$ cat config.mk
export PLATFORM = sky130hd
export DESIGN_NAME = ballot_sequencer
export DESIGN_NICKNAME = d
export VERILOG_FILES = /design/src/rtl/ballot_sequencer.sv
export SDC_FILE = /design/constraint.sdc
export NUM_CORES = 1
export LEC_CHECK = 0
export ABC_AREA = 1
export CAP_MARGIN = 10
export CORE_MARGIN = 2
export CORE_UTILIZATION = 35
export CTS_CLUSTER_DIAMETER = 200
export DETAILED_ROUTE_END_ITERATION = 8
export GPL_TIMING_DRIVEN = 0
export HOLD_SLACK_MARGIN = 0.08
export MAX_ROUTING_LAYER = met4
export PLACE_DENSITY_LB_ADDON = 0.3
export SYNTH_ARGS = -nofsm -noshare
export SYNTH_HDL_FRONTEND = slang
export SYNTH_SLANG_ARGS = --single-unit
$ cat constraint.sdc
create_clock -name clk -period 4.7 [get_ports clk]
set_input_delay 0.47 -clock clk [delete_from_list [all_inputs] [get_ports clk]]
set_output_delay 0.47 -clock clk [all_outputs]
set_load 0.03 [all_outputs]
$ cat src/rtl/ballot_sequencer.sv
// Transmit-side sequencer for the voting-machine pins: queues vote requests and replays
// each one with fixed setup/pulse/hold timing, plus clear (mode 10) and close (mode 01).
module ballot_sequencer #(
    parameter int unsigned SETUP_CYC  = 2,
    parameter int unsigned PULSE_CYC  = 2,
    parameter int unsigned HOLD_CYC   = 2,
    parameter int unsigned CLEAR_CYC  = 2,
    parameter int unsigned FIFO_DEPTH = 4
) (
    input  logic       clk,
    input  logic       rst_n,
    input  logic       vote_valid,
    input  logic [1:0] vote_cand,
    output logic       vote_ready,
    input  logic       close_req,
    input  logic       clear_req,
    output logic [3:0] voter,
    output logic       confirm,
    output logic [1:0] mode,
    output logic       busy,
    output logic [7:0] sent_count
);

    localparam int unsigned MAX_SP = (SETUP_CYC > PULSE_CYC) ? SETUP_CYC : PULSE_CYC;
    localparam int unsigned MAX_HC = (HOLD_CYC > CLEAR_CYC) ? HOLD_CYC : CLEAR_CYC;
    localparam int unsigned MAX_C  = (MAX_SP > MAX_HC) ? MAX_SP : MAX_HC;
    localparam int unsigned CW     = (MAX_C > 1) ? $clog2(MAX_C) : 1;
    localparam int unsigned AW     = $clog2(FIFO_DEPTH);
    localparam int unsigned NW     = AW + 1;

    typedef enum logic [2:0] {
        S_IDLE, S_SETUP, S_PULSE, S_HOLD, S_CLEAR, S_CLOSED
    } state_t;

    state_t          state_q, state_d;
    logic [CW-1:0]   cnt_q, cnt_d;
    logic [1:0]      mem_q [FIFO_DEPTH];
    logic [1:0]      mem_d [FIFO_DEPTH];
    logic [AW-1:0]   wr_q, wr_d, rd_q, rd_d;
    logic [NW-1:0]   count_q, count_d;
    logic            close_pend_q, close_pend_d;
    logic [3:0]      voter_q, voter_d;
    logic            confirm_q, confirm_d;
    logic [1:0]      mode_q, mode_d;
    logic            busy_q, busy_d;
    logic [7:0]      sent_q, sent_d;
    logic            push, pop, go_clear;

    assign vote_ready = (count_q != NW'(FIFO_DEPTH)) && !clear_req &&
                        (state_q != S_CLEAR) && (state_q != S_CLOSED);
    assign push       = vote_valid && vote_ready;

    assign voter      = voter_q;
    assign confirm    = confirm_q;
    assign mode       = mode_q;
    assign busy       = busy_q;
    assign sent_count = sent_q;

    always_comb begin
        state_d      = state_q;
        cnt_d        = cnt_q;
        mem_d        = mem_q;
        wr_d         = wr_q;
        rd_d         = rd_q;
        count_d      = count_q;
        close_pend_d = close_pend_q || close_req;
        voter_d      = voter_q;
        confirm_d    = confirm_q;
        mode_d       = mode_q;
        sent_d       = sent_q;
        pop          = 1'b0;
        go_clear     = 1'b0;

        case (state_q)
            S_IDLE: begin
                if (clear_req) begin
                    go_clear = 1'b1;
                end else if (count_q != '0) begin
                    pop     = 1'b1;
                    voter_d = 4'b0001 << mem_q[rd_q];
                    state_d = S_SETUP;
                    cnt_d   = CW'(SETUP_CYC - 1);
                end else if (close_pend_q) begin
                    state_d = S_CLOSED;
                    mode_d  = 2'b01;
                end
            end
            S_SETUP: begin
                if (clear_req) begin
                    go_clear = 1'b1;
                end else if (cnt_q == '0) begin
                    state_d   = S_PULSE;
                    confirm_d = 1'b1;
                    cnt_d     = CW'(PULSE_CYC - 1);
                end else begin
                    cnt_d = cnt_q - CW'(1);
                end
            end
            S_PULSE: begin
                if (clear_req) begin
                    go_clear = 1'b1;
                end else if (cnt_q == '0) begin
                    state_d   = S_HOLD;
                    confirm_d = 1'b0;
                    cnt_d     = CW'(HOLD_CYC - 1);
                    if (sent_q != 8'hFF) sent_d = sent_q + 8'd1;
                end else begin
                    cnt_d = cnt_q - CW'(1);
                end
            end
            S_HOLD: begin
                if (clear_req) begin
                    go_clear = 1'b1;
                end else if (cnt_q == '0) begin
                    state_d = S_IDLE;
                    voter_d = '0;
                end else begin
                    cnt_d = cnt_q - CW'(1);
                end
            end
            S_CLEAR: begin
                if (cnt_q == '0) begin
                    state_d = S_IDLE;
                    mode_d  = 2'b00;
                end else begin
                    cnt_d = cnt_q - CW'(1);
                end
            end
            S_CLOSED: begin
                if (clear_req) go_clear = 1'b1;
            end
            default: begin
                state_d = S_IDLE;
            end
        endcase

        // Aborting clear: outputs drop immediately, queue/count wiped, ballot in flight not counted.
        if (go_clear) begin
            state_d      = S_CLEAR;
            cnt_d        = CW'(CLEAR_CYC - 1);
            mode_d       = 2'b10;
            voter_d      = '0;
            confirm_d    = 1'b0;
            sent_d       = '0;
            close_pend_d = 1'b0;
            wr_d         = '0;
            rd_d         = '0;
            count_d      = '0;
        end else begin
            if (push) begin
                mem_d[wr_q] = vote_cand;
                wr_d        = wr_q + AW'(1);
            end
            if (pop) rd_d = rd_q + AW'(1);
            count_d = count_q + NW'(push) - NW'(pop);
        end

        busy_d = (state_d != S_IDLE) || (count_d != '0);
    end

    always_ff @(posedge clk) begin
        mem_q <= mem_d;
        if (!rst_n) begin
            state_q      <= S_IDLE;
            cnt_q        <= '0;
            wr_q         <= '0;
            rd_q         <= '0;
            count_q      <= '0;
            close_pend_q <= 1'b0;
            voter_q      <= '0;
            confirm_q    <= 1'b0;
            mode_q       <= 2'b00;
            busy_q       <= 1'b0;
            sent_q       <= '0;
        end else begin
            state_q      <= state_d;
            cnt_q        <= cnt_d;
            wr_q         <= wr_d;
            rd_q         <= rd_d;
            count_q      <= count_d;
            close_pend_q <= close_pend_d;
            voter_q      <= voter_d;
            confirm_q    <= confirm_d;
            mode_q       <= mode_d;
            busy_q       <= busy_d;
            sent_q       <= sent_d;
        end
    end

endmodule
### Word level (Yosys, flattened, before mapping)

Index checks and enable logic that the tools add are counted.

* bits in registers: 36
* input bits: 7
* output and inout port bits: 17
* logic and storage cells: 133

* add/subtract/negate cells: 6
* $lt $le $gt $ge: 3
* equality and inequality tests: 27
* shift operators: 1
* mux-type cells: 47
* bitwise operators: 6
* reductions and logical operators: 27

Operator list (number)
* 2-to-1 mux 3 bit: 11
* != test 3 bit, second input constant: 9
* AND reduction 5 bit: 5
* != test 2 bit, second input constant: 11
* one-hot mux 3 bit (6 select lines): 1
* 2-to-1 mux 1 bit: 16
* 2-to-1 mux 2 bit: 8
* 2-to-1 mux 4 bit: 4
* nonzero test 3 bit: 4
* adder 8 x 1 -> 8 bit, second input constant: 1
* bitwise mux 8 bit: 1
* != test 8 bit, second input constant: 1
* one-hot mux 4 bit (2 select lines): 1
* equality test 3 x 2 -> 1 bit, second input constant: 2
* equality test 3 bit, second input constant: 2
* greater-or-equal comparator 3 bit, second input constant: 2
* inverter 2 -> 3 bit: 2
* nonzero test 2 bit: 3
* logical AND 1 bit: 5
* nonzero test 5 bit: 1
* OR reduction 5 bit: 1
* adder 2 x 1 -> 2 bit, second input constant: 2
* binary-select mux 2 bit (select 2 bit): 1
* demux 2 bit (select 2 bit): 1
* other kinds (17): 22

### Depth between registers and ports, before layout

* word-level depth: 10
* depth in mapped cells: 16

### Worst setup path before layout

No wires, ideal clock.

* path kind: reg2reg
* start: reg state_q[2]
* end: reg busy_q (netlist: busy)
* arrival time: 2.112 ns
* required time: 4.577 ns
* path slack: 2.465 ns
* stages on the path, launching flop included: 14
* path buffers: 1
* period minus slack after synthesis: 2.235 ns
* cells stage by stage: dfxtp_1 > buf_4 > nand2_1 > nand4_2 > ha_1 > inv_1 > ha_1 > inv_1 > fa_1 > inv_1 > a21oi_1 > nand2_1 > nand2_1 > nand3_2

* cells in the longest elaborated chain, start to end: 9

RTL lines
* from (decl): RTL line 35 `state_t state_q, state_d;`
* from (signal assigned): RTL line 176 `state_q <= state_d;`
* != test 3 bit: RTL line 50 `(state_q != S_CLEAR) && (state_q != S_CLOSED);`
* logical AND 1 bit: RTL line 49 `assign vote_ready = (count_q != NW'(FIFO_DEPTH)) && !clear_req &&`
* logical AND 1 bit: RTL line 50
* logical AND 1 bit: RTL line 51 `assign push = vote_valid && vote_ready;`
* adder 3 x 1 -> 3 bit: RTL line 155 `count_d = count_q + NW'(push) - NW'(pop);`
* subtractor 3 x 1 -> 3 bit: RTL line 155
* 2-to-1 mux 3 bit: RTL line 138 `if (go_clear) begin`
* nonzero test 3 bit: RTL line 158 `busy_d = (state_d != S_IDLE) || (count_d != '0);`
* logical OR 1 bit (*): RTL line 158
* to (signal assigned): RTL line 185 `busy_q <= busy_d;`
* to (decl): RTL line 45 `logic busy_q, busy_d;`

Mark *: on every way between the ends. The rest lies on a longest branch, timed or not.
A chain may end at the register's enable or synchronous reset.

### Worst setup path in the final report

* start: in clear_req
* end: reg busy_q (netlist: busy)

* cells in the longest elaborated chain, start to end: 10

RTL lines
* from (decl): RTL line 16 `input logic clear_req,`
* logical NOT 1 bit: RTL line 49
* logical AND 1 bit (2 in series): RTL line 49
* logical AND 1 bit: RTL line 50
* logical AND 1 bit: RTL line 51
* adder 3 x 1 -> 3 bit: RTL line 155
* subtractor 3 x 1 -> 3 bit: RTL line 155
* 2-to-1 mux 3 bit: RTL line 138
* nonzero test 3 bit: RTL line 158
* logical OR 1 bit (*): RTL line 158

Marks and branches as above.

==> flow_summary.yaml <==
die:
  num_io_pins: 24
  die_y_um: 79.61
  dieWidth_um: 79.61
  die_area_um2: 6337
  start_util_pct: 36.33
  core_area_um2: 5507
  rows: 27
sta:
  maxSlewViolCount: 0
  final.min_clock_period_ns: 2.799
  setup-tns-final_ns: 0
  finalHoldViolCount: 0
  rsz0062_at_grt: "no"
  worst_clock_skew_ns: 0.008531
  setup_violations: 0
  worst_pin_slew_ns: 0.3784
  hold_ws_ns: 0.4452
  slew-limit-headroom_pct: 74.69
  max_freq_ghz: 0.3573
  finalCritPeriodShare_pct: 59.55
setup_path:
  worstSetupPathType: "in -> reg"
  crit_chain: "clkdlybuf4s50_1, inv_2, nand4_2, ha_1, inv_1, ha_1, inv_1, fa_1, inv_1, a21oi_1, nand2_1, nand2_1, nand3_2"
  arrival_ns: 2.98
  startpoint_type: "input pin"
  endpoint_kind: "flop"
  slowest_stage: "clkdlybuf4s50_1"
  critical_path.top_delay_family: "adder cells"
  worst-path-buf-inv: 5
  worst_path_most_repeated_cell: "inv_1"
  crit_fanout: 9
  critPathMaxStageDelay_ns: 0.59
  crit_required_ns: 4.88
cts:
  post_cts_buffers: 0
  path_clk_slew_ns: 0.08
  postCtsResizedCells: 0
  clockRootBuffer: "clkbuf_8"
  clock_latency_ns: 0.29
  cts_tree: "built"
  clk_path_buf_depth: 2
  h-tree-depth: 2
  numCtsBuffers: 5
  clock-sinks: 36
  ctsHoldBuffers: 0
routing:
  drc: 0
  drtAntennaViolNets: 0
  drtIter0Drc: 90
  via_per_inst: 4.592
  drt_first_pass_iters: 4
  post_drt_wl_per_cell_um: 10.51
  drt-total-wl_mm: 3.815
  vias: 1667
run_status:
  outcome: "complete, no violations"
synthesis:
  synth_fp_nets: 275
  ys_ff_latch: 36
  synth_area_um2: 2001
  syn_avg_cell_area_um2: 7.695
  synth_cell_type_count: 33
  netlist_instances: 260
  yosysWarnings: 0
  synth.area.top_cells: "dfxtp_1 (28%), edfxtp_1 (12%), nand2_1 (11%)"
  synth_largest_area_cell: "dfxtp_1"
  yosys.area.top_type_share_pct: 28.02
  ys_seq_area_share_pct: 40.03
finish:
  syn_to_final_growth_pct: 21.39
  diodes: 0
  nets: 305
  num-fill-cells: 586
  stdcell_area_um2: 2429
  layout-drive-gt1-share_pct: 15.46
global_route:
  grt_first_pass_wirelength_mm: 6.741
  grt_pass1_vias: 1593
  antenna_found_initial: 0
  grt_max_degree: 12
  grt_overflow: 0
  grtUsageTotal_pct: 13.86
run:
  maxCapViolations: 0
placement:
  dpl_cell_area_um2: 2321
  io_buffers: 23
  post-dp-hpwl_mm: 2.941
  gp_congestion: 0.8487
power_and_ir_drop:
  powerDensity_nw_per_um2: 327.3
  finalPower_uw: 794.9
  irDropWorstVdd_uv: 109.1
  power.leakage_uw: 0.0009913
worst_hold_path:
  hold_class: "reg -> reg"
==> cell usage after synthesis <==
library cell,n
clkbuf_2,1
a21oi_1,16
buf_4,1
nand2_1,59
o21bai_1,1
and3_1,1
buf_6,1
o21ai_1,5
o21ai_0,3
nand3_4,1
nor3_1,3
nand4_1,4
nand2_2,8
nor2_1,28
nor2_8,1
a21oi_2,3
xor2_1,3
nor2_4,4
fa_1,1
ha_1,7
nor2_2,1
clkinv_4,1
nand3_1,18
nand3_2,3
inv_1,34
dfxtp_1,28
clkinv_2,1
a211oi_1,2
nand4_2,1
edfxtp_1,8
nand2_4,5
xnor2_1,1
inv_2,6
==> layer usage <==
metal | vias to the layer above | GRT usage [%] | wire (um)
met5 | - | - | 0
met4 | 0 | 4.655 | 51
met3 | 6 | 3.054 | 146
met2 | 27 | 22.27 | 1707
met1 | 754 | 17.29 | 1910
li1 | 880 | - | -
==> kinds of logic after synthesis <==
group | after synthesis | synth area share [%]
AND/OR/NAND/NOR | 137 | 35.02
buffers and inverters | 45 | 9.380
flip-flops | 36 | 40.03
AO/OA/AOI/OAI | 30 | 8.443
adder cells (fa/ha/maj) | 8 | 5.378
XOR/XNOR | 4 | 1.751
==> metrics by stage <==
step,setup WS (ns),utilization [%],std cells
floorplan,2.466,-,260
global placement,1.600,42.15,355
detailed placement,1.593,42.15,355
CTS,1.890,44.10,363
global route,1.736,44.10,363
finish,1.901,44.10,363
==> final timing paths <==
path | end | startpoint | slack, ns | cells past startpoint
max | busy | clear_req | 1.90 | 13
min | mode[0] | mode[0] | 0.45 | 2
max reg2reg | busy | state_q[1] | 2.22 | 13
min reg2reg | mode[0] | mode[0] | 0.45 | 2
==> worst register-to-register path, stage by stage (launching register included) <==
cell and delay [ns]:
dfxtp_1 0.42, inv_2 0.10, nand2_1 0.10, nand4_2 0.25, ha_1 0.36, inv_1 0.06
ha_1 0.14, inv_1 0.05, fa_1 0.51, inv_1 0.05, a21oi_1 0.13, nand2_1 0.06
nand2_1 0.06, nand3_2 0.07
==> sequential cells by signal (all words and copies together) (netlist names) <==
name / cells
cnt_q: 1
mem_q: 8
confirm: 1
count_q: 3
rd_q: 2
voter: 4
wr_q: 2
busy: 1
mode: 2
state_q: 3
sent_count: 8
close_pend_q: 1
==> cell type report <==
type,instances,area [um2],area share (%)
Multi-Input combinational cell,179,1012,41.68
Tap cell,72,90.09,3.709
Buffer,3,23.77,0.9789
Clock inverter,2,35.03,1.443
Sequential cell,36,800.8,32.97
Timing Repair Buffer,23,230.2,9.480
Inverter,42,163.9,6.749
Clock buffer,6,72.57,2.988
==> where the power goes <==
group,leakage (uW),total [uW],internal [uW],switching (uW)
Combinational,0.000636,181,67.9,113
Sequential,0.000300,343,333,10.0
Clock,0.0000552,271,158,114
Total,0.000991,795,558,237
==> placed cells by master, fill, tap and decap left out <==
master	n
nand2_1	59
inv_1	34
nor2_1	28
dfxtp_1	28
clkdlybuf4s50_1	23
nand3_1	18
a21oi_1	16
nand2_2	8
edfxtp_1	8
ha_1	7
inv_2	6
nand2_4	5
o21ai_1	5
clkbuf_8	5
nor2_4	4
nand4_1	4
nand3_2	3
nor3_1	3
xor2_1	3
a21oi_2	3
o21ai_0	3
clkinv_2	2
a211oi_1	2
buf_4	1
nand4_2	1
and3_1	1
clkbuf_2	1
buf_6	1
nor2_2	1
clkinv_4	1
nor2_8	1
nand3_4	1
o21bai_1	1
xnor2_1	1
fa_1	1
clkbuf_1	1
bufinv_16	1
Power figures use the tool's default switching activity.
